$ cat src/rtl/seq_multiplier.sv
// Iterative shift-add multiplier: one (WIDTH+1)-bit adder reused over WIDTH cycles,
// start/busy/done handshake, optional two's-complement operands via sign-magnitude.
module seq_multiplier #(
    parameter int unsigned WIDTH  = 4,
    parameter int unsigned SIGNED = 0
) (
    input  logic                 clk,
    input  logic                 rst,
    input  logic                 start,
    input  logic [WIDTH-1:0]     A,
    input  logic [WIDTH-1:0]     B,
    output logic                 busy,
    output logic                 done,
    output logic [2*WIDTH-1:0]   Product
);

    localparam int unsigned CW = $clog2(WIDTH);
    localparam int unsigned PW = 2 * WIDTH;

    typedef enum logic {
        IDLE = 1'b0,
        RUN  = 1'b1
    } state_e;

    state_e             state_q;
    logic [WIDTH-1:0]   mcand_q;
    logic [WIDTH-1:0]   acc_q;
    logic [WIDTH-1:0]   mplier_q;
    logic [CW-1:0]      cnt_q;
    logic               sign_q;
    logic               busy_q;
    logic               done_q;
    logic [PW-1:0]      product_q;

    logic [WIDTH-1:0]   a_mag_d;
    logic [WIDTH-1:0]   b_mag_d;
    logic               sign_d;
    logic [WIDTH:0]     addend_d;
    logic [WIDTH:0]     sum_d;
    logic [WIDTH-1:0]   acc_d;
    logic [WIDTH-1:0]   mplier_d;
    logic [PW-1:0]      result_d;
    logic [PW-1:0]      product_d;
    logic               last_d;

    // Operand conditioning plus one shift-add step of the {carry, acc, multiplier} chain.
    always_comb begin
        a_mag_d   = A;
        b_mag_d   = B;
        sign_d    = 1'b0;
        if (SIGNED != 0) begin
            if (A[WIDTH-1]) a_mag_d = WIDTH'(-A);
            if (B[WIDTH-1]) b_mag_d = WIDTH'(-B);
            sign_d = A[WIDTH-1] ^ B[WIDTH-1];
        end
        addend_d  = mplier_q[0] ? {1'b0, mcand_q} : '0;
        sum_d     = {1'b0, acc_q} + addend_d;
        acc_d     = sum_d[WIDTH:1];
        mplier_d  = {sum_d[0], mplier_q[WIDTH-1:1]};
        result_d  = {acc_d, mplier_d};
        product_d = result_d;
        // Negating a zero result yields zero, so no special case is needed.
        if ((SIGNED != 0) && sign_q) product_d = PW'(-result_d);
        last_d    = (cnt_q == CW'(WIDTH - 1));
    end

    always_ff @(posedge clk) begin
        if (rst) begin
            state_q   <= IDLE;
            mcand_q   <= '0;
            acc_q     <= '0;
            mplier_q  <= '0;
            cnt_q     <= '0;
            sign_q    <= 1'b0;
            busy_q    <= 1'b0;
            done_q    <= 1'b0;
            product_q <= '0;
        end else begin
            done_q <= 1'b0;
            case (state_q)
                IDLE: begin
                    if (start) begin
                        mcand_q  <= a_mag_d;
                        mplier_q <= b_mag_d;
                        sign_q   <= sign_d;
                        acc_q    <= '0;
                        cnt_q    <= '0;
                        busy_q   <= 1'b1;
                        state_q  <= RUN;
                    end
                end
                RUN: begin
                    acc_q    <= acc_d;
                    mplier_q <= mplier_d;
                    cnt_q    <= cnt_q + CW'(1);
                    if (last_d) begin
                        product_q <= product_d;
                        done_q    <= 1'b1;
                        busy_q    <= 1'b0;
                        state_q   <= IDLE;
                    end
                end
                default: state_q <= IDLE;
            endcase
        end
    end

    assign busy    = busy_q;
    assign done    = done_q;
    assign Product = product_q;

endmodule
$ cat config.mk
export PLATFORM = sky130hd
export DESIGN_NAME = seq_multiplier
export DESIGN_NICKNAME = d
export VERILOG_FILES = /design/src/rtl/seq_multiplier.sv
export SDC_FILE = /design/constraint.sdc
export NUM_CORES = 1
export LEC_CHECK = 0
export ABC_CLOCK_PERIOD_IN_PS = 1600
export BUFFER_PORTS_ARGS = -buffer_cell sky130_fd_sc_hd__clkbuf_2
export CORE_ASPECT_RATIO = 0.7
export CORE_MARGIN = 4
export CORE_UTILIZATION = 25
export CTS_CLUSTER_DIAMETER = 40
export DETAILED_ROUTE_END_ITERATION = 6
export GPL_TIMING_DRIVEN = 1
export SLEW_MARGIN = 40
export SYNTH_ARGS = -nofsm -noshare
export SYNTH_HDL_FRONTEND = slang
export SYNTH_SLANG_ARGS = --single-unit
$ cat constraint.sdc
create_clock -name clk -period 1.6 [get_ports clk]
set_input_delay 0.08 -clock clk [delete_from_list [all_inputs] [get_ports clk]]
set_output_delay 0.08 -clock clk [all_outputs]
set_load 0.02 [all_outputs]
==> impl_metrics.tcl <==
set metrics [dict create \
    cts-root-buf "clkbuf_8" \
    htreeDepth 1 \
    cts_inserted_buffers 3 \
    worst_pin_slew_ns 0.332 \
    drive_gt1_share_pct 29.6 \
    ant_nets 0 \
    clock_path_buffers 2 \
    clkPwrFrac_pct 34.3 \
    power_frac_comb_pct 9.1 \
    antennaDiodeCount 0 \
    critPathRequiredTime_ns 1.82 \
    die-width_um 88.8 \
    clock.fmax_ghz 0.631 \
    ios 21 \
    synth_cell_type_count 28 \
    setup_viol 0 \
    leakagePower_nw 0.602 \
    finalHoldViolations 0 \
    dieArea_um2 5740 \
    ys.flop_type "dfxtp_1" \
    core_um2 4380 \
    fin_nets 160 \
    io_buffers 20 \
    crit_chain "and2_4 > ha_4 > fa_2 > xnor2_2 > mux2_4 > nor2_1" \
    cp_slowest_stage_delay_ns 0.38 \
    rsz0062_at_grt "yes" \
    ctsHoldBuffers 0 \
    synth_area_leaders "dfxtp_1 (44%), mux2i_1 (7.9%), nor2_1 (5.9%), ha_1 (5.5%), a21oi_1 (3.9%)" \
    start_util_pct 26.1 \
    postSynthCellCount 119 \
    finalSetupTns_ns 0 \
    top_layer "met3" \
    grt_pass1_vias 850 \
    place.gp.congestion 0.786 \
    fin_crit_ns 1.59 \
    yosysTopAreaCell "dfxtp_1" \
    stdcell_area_um2 1420 \
    syn_nets 136 \
    worst_setup_path_start_kind "flip-flop" \
    antenna_found_initial 0 \
    ir_drop_v 0.000536 \
    ys_async_sr_fraction_pct 0 \
    area_growth_pct 23.7 \
    grtUsageTotal_pct 9.28 \
    cp_slowest_cell "fa_2" \
    timing.final.crit_share_pct 99.1 \
    cts.sinks 25 \
    slew_violations 0 \
    sequentialPowerShare_pct 56.6 \
    timing.hold.ws_ns 0.0428 \
    rows 20 \
    drt_iter0_markers 39 \
    synth_warnings 0 \
    sw_frac_of_total_pct 25.0 \
    path_clk_slew_ns 0.10 \
    vias 856 \
    synth_common_cells "dfxtp_1 (25), nor2_1 (18), nand2_1 (12)" \
    wl_per_cell_um 12.6 \
    cts_tree "done" \
    clock_latency_ns 0.28 \
    grt_start_max_net_pins 30 \
    crit_family "adder cells" \
    worstPathBufferInverterCount 0 \
    clock_skew_ns 0.00725 \
    viasPerCell 4.35 \
    grt_overflow_total 0 \
    placed_cells 193 \
    wl_met1_mm 1.30 \
    p_int_mw 0.871 \
    ys_ff_latch 25 \
    drt_wl_total_mm 2.49 \
    path_max_fanout 5 \
    p_per_area_nw_per_um2 821 \
    slew_headroom_pct 77.8 \
    hpwl_mm 1.78 \
    syn_area_per_cell_um2 9.61 \
    hold_path.class "in -> reg" \
    synth_top_area_share_pct 43.8 \
    drcViolationCount 0 \
    post_dp_cell_area_um2 1310 \
    dr_wl_met3_um 169 \
    synthesis.area_um2 1140 \
    die_y_um 64.6 \
    p_sw_mw 0.291 \
    total_power_mw 1.16 \
    outcome "completed" \
    arrival_ns 1.81 \
    ys_seq_area_share_pct 43.8 \
    final_cells 197 \
    critical_path_class "reg -> reg" \
    synth.most_common_cell "dfxtp_1" \
    maxCapViolCount 0 \
    drt_first_pass_iters 4 \
    wl_met2_mm 1.02 \
    endpoint_kind "flip-flop" \
    fillers 451 \
    grt_first_pass_wirelength_mm 4.15 \
    synth_edf_count 0 \
]
cell usage in the layout, fill, tap and decap left out, drive strengths merged:
cell type and n:
ha 5, nor3b 4, nand2 12, mux2i 9, a211o 1, mux2 5
a2111oi 2, nor3 1, fa 1, clkbuf 23, clkinvlp 1, nor4b 1
nor2b 1, xnor2 1, dfxtp 25, a211oi 2, o21ai 1, and2 5
a21oi 9, nand2b 3, or4b 1, a21o 3, buf 7, a311o 1
nor2 18
kinds of logic (layout without fill, tap and decap cells):
| kind of cell | Yosys count | after routing | synth area share, % |
|---|---|---|---|
| buffers and inverters | 8 | 31 | 4.92 |
| xor gates and xnor gates | 1 | 1 | 0.766 |
| adders and majority gates | 6 | 6 | 7.22 |
| DFF | 25 | 25 | 43.8 |
| AOI/OAI and AO/OA | 19 | 19 | 10.9 |
| muxes | 14 | 14 | 12.8 |
| and+or+nand+nor | 46 | 46 | 19.6 |
worst paths after layout:
check,end,start,depth (start not counted),slack (ns)
setup / recovery,acc_q[1],mplier_q[0],6,0.01
setup reg to reg,acc_q[1],mplier_q[0],6,0.01
hold / removal,mcand_q[2],A[2],3,0.04
hold reg to reg,Product[2],Product[2],2,0.46
repair_timing:
item,CTS,global route
resized for setup,5,6
endpoints found under the setup margin,4,5
pin swaps,1,8
hold endpoints to repair,0,0
setup buffers,0,0
power by group through the flow:
stage	Sequential (mW)	Clock, mW	Combinational, mW
final	0.658	0.399	0.105
after global routing	0.661	0.430	0.119
after CTS	0.657	0.412	0.104
after detailed placement	0.671	0	0.103
after global placement	0.671	0	0.103
after floorplan	0.667	0	0.0756
routing by layer:
metal  track usage [%]  up-vias
li1                  -      455
met1              13.7      386
met2              12.8       15
met3              3.94        0
met4              1.13        0
met5                 0        -
metrics by stage:
| stage | setup slack (ns) | util, % |
|---|---|---|
| CTS | 0.0118 | 31.4 |
| detailed placement | -0.101 | 29.9 |
| global placement | -0.0293 | 29.9 |
| global route | -0.0421 | 32.3 |
| floorplan | 0.0377 | - |
| finish | 0.0143 | 32.3 |
registers in the layout (all words and copies together), names as in the netlist:
register	cells
state_q	1
cnt_q	2
mplier_q	4
Product	8
mcand_q	4
busy	1
acc_q	4
done	1
worst register-to-register path: stages, from the launching register on:
cell	delay (ns)
dfxtp_2	0.35
and2_4	0.14
ha_4	0.16
fa_2	0.39
xnor2_2	0.16
mux2_4	0.26
nor2_1	0.07
layout make-up:
class                      instances  area [um2]  area share (%)
clock inverter                     1        7.51           0.531
clock buffer                       3        41.3            2.92
multi-input combinational         86         643            45.4
sequential                        25         502            35.5
timing repair buffer              27         153            10.8
tap                               55        68.8            4.86
(Power assumes the default switching activity.)
